===== src/rtl/led_rgb_pwm.sv =====
// led_rgb_pwm: PWM driver for N_LED common-anode RGB LEDs with a shared
// prescaled period counter and double-buffered per-channel duty registers.
// Optional fade mode (active ramps one step per period toward the written
// duty) is enabled by defining LED_RGB_PWM_FADE_EN.
module led_rgb_pwm #(
    parameter int unsigned N_LED      = 4,
    parameter int unsigned PWM_W      = 8,
    parameter int unsigned PRESC_W    = 8,
    parameter bit          ACTIVE_LOW = 1'b1,
    localparam int unsigned LED_W     = (N_LED > 1) ? $clog2(N_LED) : 1
) (
    input  logic                 fpga_sysclk,
    input  logic                 rst_fpga_,
    input  logic [PRESC_W-1:0]   presc,
    input  logic                 wr_valid,
    output logic                 wr_ready,
    input  logic [LED_W-1:0]     wr_led,
    input  logic [1:0]           wr_color,
    input  logic [PWM_W-1:0]     wr_duty,
    output logic                 wr_err,
    output logic                 frame,
    output logic [3*N_LED-1:0]   led_rgb
);

    localparam int unsigned      N_CH     = 3 * N_LED;
    localparam logic [PWM_W-1:0] CNT_LAST = PWM_W'((2 ** PWM_W) - 2);

    logic [PRESC_W-1:0] r_pc;
    logic [PWM_W-1:0]   r_cnt;
    logic [PWM_W-1:0]   r_shadow [N_CH];
    logic [PWM_W-1:0]   r_active [N_CH];
    logic               r_ready;
    logic               r_err;
    logic               r_frame;
    logic [N_CH-1:0]    r_led;

    logic               w_tick;
    logic               w_boundary;
    logic               w_accept;
    logic               w_bad_led;
    logic [N_CH-1:0]    w_wr_sel;
    logic [N_CH-1:0]    w_on;

    // A tick ends each prescaler interval; the last tick of a period is the boundary.
    assign w_tick     = (r_pc == presc);
    assign w_boundary = w_tick && (r_cnt == CNT_LAST);
    assign w_accept   = wr_valid && r_ready;
    assign w_bad_led  = (32'(wr_led) >= N_LED);

    // Decode an accepted write into per-channel shadow enables.
    always_comb begin
        w_wr_sel = '0;
        for (int unsigned i = 0; i < N_LED; i++) begin
            for (int unsigned c = 0; c < 3; c++) begin
                if (w_accept && !w_bad_led && (32'(wr_led) == i) &&
                    ((wr_color == 2'(c)) || (wr_color == 2'd3))) begin
                    w_wr_sel[3*i+c] = 1'b1;
                end
            end
        end
    end

    // Channel is lit while the period counter is below its active duty.
    always_comb begin
        w_on = '0;
        for (int unsigned k = 0; k < N_CH; k++) begin
            w_on[k] = (r_cnt < r_active[k]);
        end
    end

    // Prescaler, period counter and frame pulse.
    always_ff @(posedge fpga_sysclk) begin
        if (!rst_fpga_) begin
            r_pc    <= '0;
            r_cnt   <= '0;
            r_frame <= 1'b0;
        end else begin
            r_frame <= w_boundary;
            if (w_tick) begin
                r_pc  <= '0;
                r_cnt <= (r_cnt == CNT_LAST) ? '0 : r_cnt + PWM_W'(1);
            end else begin
                r_pc  <= r_pc + PRESC_W'(1);
            end
        end
    end

    // Write handshake and out-of-range index error pulse.
    always_ff @(posedge fpga_sysclk) begin
        if (!rst_fpga_) begin
            r_ready <= 1'b0;
            r_err   <= 1'b0;
        end else begin
            r_ready <= 1'b1;
            r_err   <= w_accept && w_bad_led;
        end
    end

    // Shadow takes writes any time; active is refreshed only at the boundary,
    // so a write landing on the boundary edge is seen one period later.
    always_ff @(posedge fpga_sysclk) begin
        if (!rst_fpga_) begin
            for (int unsigned k = 0; k < N_CH; k++) begin
                r_shadow[k] <= '0;
                r_active[k] <= '0;
            end
        end else begin
            for (int unsigned k = 0; k < N_CH; k++) begin
                if (w_boundary) begin
`ifdef LED_RGB_PWM_FADE_EN
                    if (r_active[k] < r_shadow[k]) begin
                        r_active[k] <= r_active[k] + PWM_W'(1);
                    end else if (r_active[k] > r_shadow[k]) begin
                        r_active[k] <= r_active[k] - PWM_W'(1);
                    end
`else
                    r_active[k] <= r_shadow[k];
`endif
                end
                if (w_wr_sel[k]) begin
                    r_shadow[k] <= wr_duty;
                end
            end
        end
    end

    // Registered pin drive with polarity applied.
    always_ff @(posedge fpga_sysclk) begin
        if (!rst_fpga_) begin
            r_led <= {N_CH{ACTIVE_LOW}};
        end else begin
            r_led <= w_on ^ {N_CH{ACTIVE_LOW}};
        end
    end

    assign wr_ready = r_ready;
    assign wr_err   = r_err;
    assign frame    = r_frame;
    assign led_rgb  = r_led;

endmodule


===== config.mk =====
export PLATFORM = sky130hd
export DESIGN_NAME = led_rgb_pwm
export DESIGN_NICKNAME = d
export VERILOG_FILES = /design/src/rtl/led_rgb_pwm.sv
export SDC_FILE = /design/constraint.sdc
export NUM_CORES = 1
export LEC_CHECK = 0
export ABC_AREA = 1
export CAP_MARGIN = 20
export CORE_MARGIN = 2
export CORE_UTILIZATION = 55
export CTS_CLUSTER_DIAMETER = 50
export DETAILED_ROUTE_END_ITERATION = 8
export HOLD_SLACK_MARGIN = 0.15
export PLACE_DENSITY = 0.8
export SKIP_CTS_REPAIR_TIMING = 1
export SLEW_MARGIN = 20
export SYNTH_ARGS = -nofsm -noshare
export SYNTH_HDL_FRONTEND = slang
export SYNTH_SLANG_ARGS = --single-unit

===== constraint.sdc =====
create_clock -name fpga_sysclk -period 4.8 [get_ports fpga_sysclk]
set_input_delay 1.2 -clock fpga_sysclk [delete_from_list [all_inputs] [get_ports fpga_sysclk]]
set_output_delay 1.2 -clock fpga_sysclk [all_outputs]
set_load 0.03 [all_outputs]

==> run summary, run 1 <==
### Status
* status: finished, final reports clean

### Route
* via count: 7013
* DR pass1 iterations: 5
* sum of routed wire length over all layers: 21000 um
* post-detailed-route DRC marker count: 0
* ratio of routed vias to standard cells: 4.99
* post-route ant nets: 0
* Routed WL per cell: 15.0 um
* first-iteration detailed-routing DRC count: 460

### Timing
* Setup Viol. Count Final: 0
* min setup slack post-route: 1.66 ns
* final-report max-slew violation count: 0
* fin crit period: 3.14 ns
* setup repair after global routing missed its margin: false
* clk_skew: 0.0178 ns
* final hold violations: 0
* Final TNS setup: 0 ns
* crit share post-route: 65.4%
* worst rel slew slack: 32.5%
* Worst-Margin Slew: 1.00 ns
* top achievable clock speed: 0.319 GHz

### Power
* Pwr per Cell Area: 350 nW/um^2
* reported leakage power: 5.52 nW
* VDD IR max: 0.285 mV

### Place
* worst slack, placed: 1.12 ns
* placer congestion estimate: 0.779
* post-detailed-placement half-perimeter wirelength: 13900 um
* count of buffers inserted at the top-level ports: 36

### Worst setup path
* critical path class: in -> reg
* worst reg2reg endpoint: r_active[2][23]
* crit path max-delay cell type: clkdlybuf4s50_1
* worst r2r src: r_cnt[1]
* capturing element type of the critical path: flop
* worst path arrival time: 3.32 ns
* kind of cell adding the most delay to the critical path: simple AND/OR/NAND/NOR gates
* cell chain of the critical path: clkdlybuf4s50_1, inv_1, nand2_1, nand2_1, nor2_1, nand2_1, nor2_4, nand2_1, nand2_4, buf_12
* required time of the critical path: 4.98 ns
* Worst Reg-to-Reg Cells: 6
* crit path launch type: primary input
* Critical path buffers and inverters: 3
* critical-path maximum fanout: 52
* CP max stage delay: 0.51 ns
* cell seen most often among critical-path stages: nand2_1
* slack of the worst reg-to-reg path: 1.77 ns

### CTS
* CTS buffer count: 25
* CTS Root Cell: clkbuf_16
* later-pin clock latency in the skew report: 0.51 ns
* TritonCTS clock tree: done
* Sink Count: 222
* number of buffers between clock root and the deepest sink: 3
* Worst-path clk slew: 0.06 ns
* htree depth: 1

### Synth
* FF+latch count, synth: 222
* Avg Synthesized Cell Area: 9.94 um^2
* synthesized netlist cell count: 1067
* count of yosys warnings during synthesis: 0
* prevailing post-synth register cell: edfxtp_1
* most common cell in the netlist: inv_1
* cell accounting for the most synthesized area: edfxtp_1
* Mapped Nets: 1180
* proportion of synthesized chip area in sequential cells: 60.0%
* post-synthesis cell type count: 21
* number of flops mapped to enable cells by yosys: 192
* synthesized area: 10600 um^2
* Yosys top cell area share: 54.4%
* top cells by instance count after synthesis: 237 x inv_1, 201 x nor2_1, 192 x edfxtp_1
* share of synthesized flip-flops with an asynchronous set or reset: 0%
* cells taking the most area after synthesis: edfxtp_1 54%, ha_1 11%, inv_1 8.4%

### Min path
* hold path depth: 1
* WHS Endpoint: r_pc[0]
* hold crit path type: reg -> reg
* Hold Crit Start: r_pc[0]

### Global route
* wire length of the first global-routing pass: 34400 um
* maximum number of pins on one net before global-route repair: 53
* number of antenna violations at the first check in global routing: 0
* Global Route Usage Sum: 21.6%
* number of global-route vias before repair: 7127
* Congestion Overflow GR: 0

### Layout
* ratio of cells with drive above 1 in the final layout: 4.63%
* Nets: 1240
* count of filler cells inserted in the layout: 1445
* area added between synthesis and finish: 13.8%
* total inserted antenna cells: 0

### Die
* Die ar.: 20400 um^2
* vertical extent of the die: 143 um
* floorplan core area: 18800 um^2
* starting density of the core: 56.3%
* Cell Rows: 50
* die outline width: 143 um
* count of boundary I/O pins: 38

### Job
* count of maximum capacitance violations: 0

-- cells in the final DEF (no fill, tap or decap), types with 2 or more instances in the layout --
| master | n |
|---|---|
| clkinv_1 | 2 |
| nand2_1 | 161 |
| xnor2_1 | 2 |
| dfxtp_1 | 30 |
| nor2_1 | 201 |
| clkbuf_16 | 25 |
| nand3_1 | 13 |
| xor2_1 | 4 |
| clkdlybuf4s50_1 | 35 |
| nor3_1 | 7 |
| inv_1 | 237 |
| clkbuf_1 | 9 |
| a21oi_1 | 64 |
| clkinv_4 | 3 |
| clkbuf_8 | 2 |
| ha_1 | 90 |
| buf_4 | 13 |
| o21ai_0 | 37 |
| nand4_1 | 5 |
| edfxtp_1 | 192 |
-- through the flow --
stage	util, %	power, mW	cell area (um^2)	cells	hold WS (ns)
4_1_cts	64.1	4.24	12100	1405	0.496
6_report	64.1	4.22	12100	1405	0.493
2_1_floorplan	-	2.38	10600	1067	0.453
3_5_place_dp	59.9	2.48	11300	1360	0.483
5_1_grt	64.1	4.35	12100	1405	0.538
3_3_place_gp	59.9	2.46	11300	1360	0.480
-- where the power goes --
part	internal (mW)	switching, mW	total, mW
Sequential	2.18	0.0247	2.20
Combinational	0.0767	0.162	0.238
Clock	1.05	0.731	1.78
-- layer usage --
metal | track usage [%] | part of all wire, % | vias to the layer above | routed length [um]
met1 | 28.5 | 44 | 3251 | 9320
met4 | 8.81 | 2.9 | 0 | 610
met3 | 2.92 | 5.1 | 43 | 1080
met5 | 0 | 0 | - | 0
li1 | - | - | 3505 | -
met2 | 36.4 | 48 | 214 | 10000
-- sequential cells by signal, indices dropped and copies added, names as in the netlist --
| register | cells |
|---|---|
| r_active | 96 |
| r_shadow | 96 |
| led_rgb | 12 |
| r_cnt | 8 |
| r_pc | 8 |
| frame | 1 |
| wr_ready | 1 |
-- kinds of logic after synthesis --
family	count (synthesis)	share of synthesized area (%)
compound gates	102	4.81
xor+xnor	6	0.496
fa+ha+maj	90	10.6
buf+inv	255	9.56
flops	222	60.0
other cells	1	0.0354
simple gates	391	14.4
-- how the worst max path moves through the flow --
| stage | slack, ns | to | depth (start not counted) | start |
|---|---|---|---|---|
| final | 1.66 | r_active[2][23] | 10 | presc[1] |
| after global routing | 1.47 | r_active[1][16] | 10 | presc[5] |
| after CTS | 1.64 | r_active[2][29] | 10 | presc[1] |
| after detailed placement | 1.12 | r_active[2][23] | 10 | presc[1] |
| after global placement | 1.18 | r_active[2][23] | 10 | presc[7] |
| after floorplan | 0.49 | r_active[0][0] | 8 | presc[5] |
-- area by class of cell --
cell class                 instances  area, um^2  area share, %
clock buffer                      36         687           5.69
clock inverter                     9        87.6          0.726
inverter                         238         893           7.41
multi-input combinational        590        3230           26.8
sequential                       222        6370           52.8
tap                              260         325           2.70
timing repair buffer              50         473           3.92
Note: power is estimated with default switching activity, not from simulation.
==> run 2, diff against run 1 <==
- clock period: 4.8 -> 3.15 ns (I/O delays scaled with it)
==> run summary, run 2 (synthesis gave the netlist of run 1 again) <==
### CTS
* Worst-path clk slew: 0.06 ns, about the same
* TritonCTS clock tree: done, unchanged
* htree depth: 1, unchanged
* CTS Root Cell: clkbuf_16, unchanged
* CTS buffer count: 23, was 25
* Sink Count: 222, unchanged
* number of buffers between clock root and the deepest sink: 3, unchanged
* later-pin clock latency in the skew report: 0.50 ns, was 0.51 ns

### Worst setup path
* slack of the worst reg-to-reg path: 0.97 ns, was 1.77 ns
* cell seen most often among critical-path stages: inv_1, was nand2_1
* CP max stage delay: 0.78 ns, was 0.51 ns
* capturing element type of the critical path: flop, unchanged
* Worst Reg-to-Reg Cells: 7, was 6
* crit path launch type: primary input, unchanged
* crit path max-delay cell type: o21ai_0, was clkdlybuf4s50_1
* crit path capture: r_shadow[3][14], was r_active[2][23]
* worst reg2reg endpoint: r_active[0][19], was r_active[2][23]
* worst path arrival time: 2.59 ns, was 3.32 ns
* critical-path maximum fanout: 8, was 52
* cell chain of the critical path: clkdlybuf4s50_1, inv_1, nor3_1, inv_1, o21ai_0, was clkdlybuf4s50_1, inv_1, nand2_1, nand2_1, nor2_1, nand2_1, nor2_4, nand2_1, nand2_4, buf_12
* required time of the critical path: 3.27 ns, was 4.98 ns
* startpoint of the worst setup timing path: wr_led[1], was presc[1]
* critical path class: in -> reg, unchanged
* worst r2r src: r_cnt[1], unchanged

### Timing
* Post-Route Hold Slack: 0.504 ns, was 0.493 ns
* Setup Viol. Count Final: 0, unchanged
* top achievable clock speed: 0.404 GHz
* setup repair after global routing missed its margin: false, unchanged
* Final TNS setup: 0 ns, unchanged
* clk_skew: 0.00671 ns, was 0.0178 ns
* crit share post-route: 78.5%
* Worst-Margin Slew: 1.06 ns, was 1.00 ns
* worst rel slew slack: 28.9%, was 32.5%
* fin crit period: 2.47 ns
* final-report max-slew violation count: 0, unchanged
* final hold violations: 0, unchanged
* min setup slack post-route: 0.678 ns, was 1.66 ns

### Route
* post-detailed-route DRC marker count: 0, unchanged
* post-route ant nets: 0, unchanged
* sum of routed wire length over all layers: 21300 um, was 21000 um
* Routed WL per cell: 15.1 um, was 15.0 um
* first-iteration detailed-routing DRC count: 695, was 460
* DR pass1 iterations: 6, was 5
* via count: 7170, was 7013
* ratio of routed vias to standard cells: 5.08, was 4.99

### Status
* status: finished, final reports clean, unchanged

### Layout
* Nets: 1249, was 1240
* commonest non-fill, non-tap cell in the layout: inv_1, unchanged
* ratio of cells with drive above 1 in the final layout: 5.56%, was 4.63%
* area added between synthesis and finish: 14.5%, was 13.8%
* total inserted antenna cells: 0, unchanged
* count of filler cells inserted in the layout: 1374, was 1445
* most used cells in the layout excluding fill and tap cells: 237 x inv_1, 201 x nor2_1, 192 x edfxtp_1, 161 x nand2_1, 90 x ha_1, unchanged

### Power
* VDD IR max: 0.501 mV, was 0.285 mV
* Pwr per Cell Area: 527 nW/um^2, was 350 nW/um^2
* reported leakage power: 5.57 nW, was 5.52 nW

### Die
* vertical extent of the die: 143 um, unchanged
* starting density of the core: 56.3%, unchanged
* die outline width: 143 um, unchanged
* count of boundary I/O pins: 38, unchanged
* floorplan core area: 18800 um^2, unchanged
* Die ar.: 20400 um^2, unchanged
* Cell Rows: 50, unchanged

### Place
* worst slack, placed: 0.177 ns, was 1.12 ns
* placer congestion estimate: 0.809, was 0.779
* count of buffers inserted at the top-level ports: 36, unchanged
* post-detailed-placement half-perimeter wirelength: 13700 um, was 13900 um

### Global route
* number of global-route vias before repair: 6831, was 7127
* number of antenna violations at the first check in global routing: 0, unchanged
* Global Route Usage Sum: 21.5%, was 21.6%
* Congestion Overflow GR: 0, unchanged
* maximum number of pins on one net before global-route repair: 54, was 53
* wire length of the first global-routing pass: 33600 um, was 34400 um

### Job
* count of maximum capacitance violations: 0, unchanged

### Min path
* Hold Crit Start: r_pc[0], unchanged
* hold path depth: 1, unchanged
* hold crit path type: reg -> reg, unchanged

## run 2: cell type report
cell class / instances / area [um^2] / share of cell area, %
sequential: 222 / 6370 / 52.4
multi-input combinational: 590 / 3230 / 26.6
inverter: 238 / 893 / 7.36
clock buffer: 31 / 636 / 5.24
timing repair buffer: 61 / 581 / 4.78
tap: 260 / 325 / 2.68
clock inverter: 10 / 108 / 0.886
## run 2: metal layers
| metal | routed length, um | up-vias | GRT usage, % |
|---|---|---|---|
| li1 | - | 3522 | - |
| met1 | 8800 | 3337 | 27.0 |
| met2 | 10200 | 243 | 37.1 |
| met3 | 1480 | 68 | 3.52 |
| met4 | 843 | 0 | 8.91 |
| met5 | 0 | - | 0 |
## run 2: worst min path at each step
stage / end / slack (ns)
floorplan: r_pc[0] / 0.45
CTS: r_pc[3] / 0.50
global route: r_active[2][24] / 0.53
global placement: r_pc[0] / 0.48
finish: r_pc[0] / 0.50
detailed placement: r_active[2][30] / 0.49
## run 2: power by group
group	internal [mW]	switching (mW)	total, mW
Combinational	0.125	0.250	0.374
Sequential	3.31	0.0392	3.35
Clock	1.58	1.09	2.67
Total	5.02	1.38	6.40
## run 2: through the flow
stage | area (um^2) | cells | total power, mW | util (%)
6_report | 12100 | 1412 | 6.40 | 64.5
5_1_grt | 12100 | 1412 | 6.60 | 64.5
4_1_cts | 12100 | 1412 | 6.42 | 64.5
3_5_place_dp | 11400 | 1371 | 3.79 | 60.5
3_3_place_gp | 11400 | 1371 | 3.76 | 60.5
2_1_floorplan | 10600 | 1067 | 3.63 | -
## run 2: worst max-delay path: cells and delay by family
family / cells / cell delay, ns
and+or+nand+nor: 1 / 0.31
buffers and inverters: 3 / 0.71
AOI/OAI and AO/OA: 1 / 0.78
==> run 3, diff against run 2 <==
- clock period: 3.15 -> 2.4 ns (I/O delays scaled with it)
==> run summary, run 3 (synthesis gave the netlist of run 1 again) <==
### Die
* Cell Rows: 50, unchanged
* vertical extent of the die: 143 um, unchanged
* count of boundary I/O pins: 38, unchanged
* die outline width: 143 um, unchanged
* floorplan core area: 18800 um^2, unchanged
* Die ar.: 20400 um^2, unchanged
* starting density of the core: 56.3%, unchanged

### CTS
* Worst-path clk slew: 0.06 ns, about the same
* later-pin clock latency in the skew report: 0.51 ns, was 0.50 ns
* CTS buffer count: 25, was 23
* TritonCTS clock tree: done, unchanged
* number of buffers between clock root and the deepest sink: 3, unchanged
* Sink Count: 222, unchanged
* htree depth: 1, unchanged
* CTS Root Cell: clkbuf_16, unchanged

### Worst setup path
* critical-path maximum fanout: 2, was 8
* Critical path buffers and inverters: 1, was 3
* required time of the critical path: 1.80 ns, was 3.27 ns
* capturing element type of the critical path: output pin, was flop
* CP max stage delay: 0.67 ns, was 0.78 ns
* cell chain of the critical path: clkdlybuf4s50_1, was clkdlybuf4s50_1, inv_1, nor3_1, inv_1, o21ai_0
* crit path launch type: flop, was primary input
* worst path arrival time: 1.51 ns, was 2.59 ns
* crit path max-delay cell type: clkdlybuf4s50_1, was o21ai_0
* critical path class: reg -> out, was in -> reg
* kind of cell adding the most delay to the critical path: buffers and inverters, was compound AO/OA/AOI/OAI gates

### Timing
* crit share post-route: 87.9%
* Final TNS setup: 0 ns, unchanged
* Setup Viol. Count Final: 0, unchanged
* final hold violations: 0, unchanged
* setup repair after global routing missed its margin: false, unchanged
* top achievable clock speed: 0.474 GHz
* clk_skew: 0.0139 ns, was 0.00671 ns
* Worst-Margin Slew: 0.628 ns, was 1.06 ns
* fin crit period: 2.11 ns
* worst rel slew slack: 58.1%, was 28.9%
* final-report max-slew violation count: 0, unchanged

### Power
* Pwr per Cell Area: 701 nW/um^2, was 527 nW/um^2
* Clk network pwr share: 43.1%, was 41.7%
* Sw Pwr: 1.88 mW, was 1.38 mW
* VDD IR max: 0.606 mV, was 0.501 mV
* Switching Fraction: 21.8%, was 21.5%
* sequential share of power: 50.9%, was 52.4%
* proportion of power drawn by combinational gates: 5.9%, about the same
* Final Total Pwr: 8.65 mW, was 6.40 mW
* Cell Int Power: 6.76 mW, was 5.02 mW
* reported leakage power: 5.68 nW, was 5.57 nW

### Global route
* wire length of the first global-routing pass: 35400 um, was 33600 um
* number of antenna violations at the first check in global routing: 0, unchanged
* maximum number of pins on one net before global-route repair: 48, was 54
* number of global-route vias before repair: 7328, was 6831
* Global Route Usage Sum: 22.7%, was 21.5%
* Congestion Overflow GR: 0, unchanged

### Place
* placer congestion estimate: 0.765, was 0.809
* count of buffers inserted at the top-level ports: 36, unchanged
* post-detailed-placement half-perimeter wirelength: 14700 um, was 13700 um

### Route
* post-route ant nets: 0, unchanged
* post-detailed-route DRC marker count: 0, unchanged
* DR pass1 iterations: 5, was 6
* sum of routed wire length over all layers: 22100 um, was 21300 um
* first-iteration detailed-routing DRC count: 501, was 695
* ratio of routed vias to standard cells: 5.04, was 5.08
* Routed WL per cell: 15.5 um, was 15.1 um
* via count: 7183, was 7170

### Layout
* area added between synthesis and finish: 16.3%, was 14.5%
* commonest non-fill, non-tap cell in the layout: inv_1, unchanged
* Nets: 1263, was 1249
* total inserted antenna cells: 0, unchanged
* ratio of cells with drive above 1 in the final layout: 6.78%, was 5.56%
* end-of-flow core utilization: 65.5%, was 64.5%
* most used cells in the layout excluding fill and tap cells: 237 x inv_1, 201 x nor2_1, 192 x edfxtp_1, 161 x nand2_1, 90 x ha_1, unchanged

### Status
* status: finished, final reports clean, unchanged

### Min path
* hold crit path type: in -> reg, was reg -> reg

### Job
* count of maximum capacitance violations: 0, unchanged

## run 3: changes by cell type in the layout (fill, tap and decap cells not counted), sizes merged
cell,delta
inv,+1
clkinv,+3
bufinv,+1
clkbuf,-3
buf,+12
## run 3: metal layers
metal | GRT usage, % | part of all wire, %
met5 | 0 | 0
met4 | 8.91 | 3.5
met3 | 3.99 | 7.1
met2 | 40.6 | 49
met1 | 27.4 | 41
## run 3: metrics by stage
step / setup WS (ns) / instance area [um^2] / cells / hold WS, ns
after global routing: 0.247 / 12300 / 1426 / 0.488
after global placement: -0.00997 / 11500 / 1383 / 0.485
after CTS: 0.275 / 12300 / 1426 / 0.476
after detailed placement: -0.0184 / 11500 / 1383 / 0.485
final: 0.290 / 12300 / 1426 / 0.485
after floorplan: 0.0975 / 10600 / 1067 / 0.453
## run 3: cell type report
class                   count  area, um^2
multi-input cells         590        3240
clock buffers              28         637
flip-flops and latches    222        6370
repair buffers             73         708
clock inverters            15         160
well taps                 260         325
inverters                 238         893
fillers                  1399        6500
## run 3: final timing paths
kind | start | to | slack [ns] | depth (start not counted)
worst max-delay path | wr_ready | wr_ready | 0.29 | 1
worst min-delay path | rst_fpga_ | led_rgb[9] | 0.48 | 2
worst max register to register | r_cnt[0] | r_active[1][12] | 0.47 | 7
worst min register to register | r_pc[0] | r_pc[0] | 0.50 | 1
## run 3: power groups by stage
stage | Sequential [mW] | Clock (mW) | Combinational (mW)
finish | 4.40 | 3.73 | 0.514
global route | 4.42 | 3.91 | 0.578
CTS | 4.40 | 3.75 | 0.517
detailed placement | 4.48 | 0 | 0.508
global placement | 4.47 | 0 | 0.486
floorplan | 4.49 | 0 | 0.268
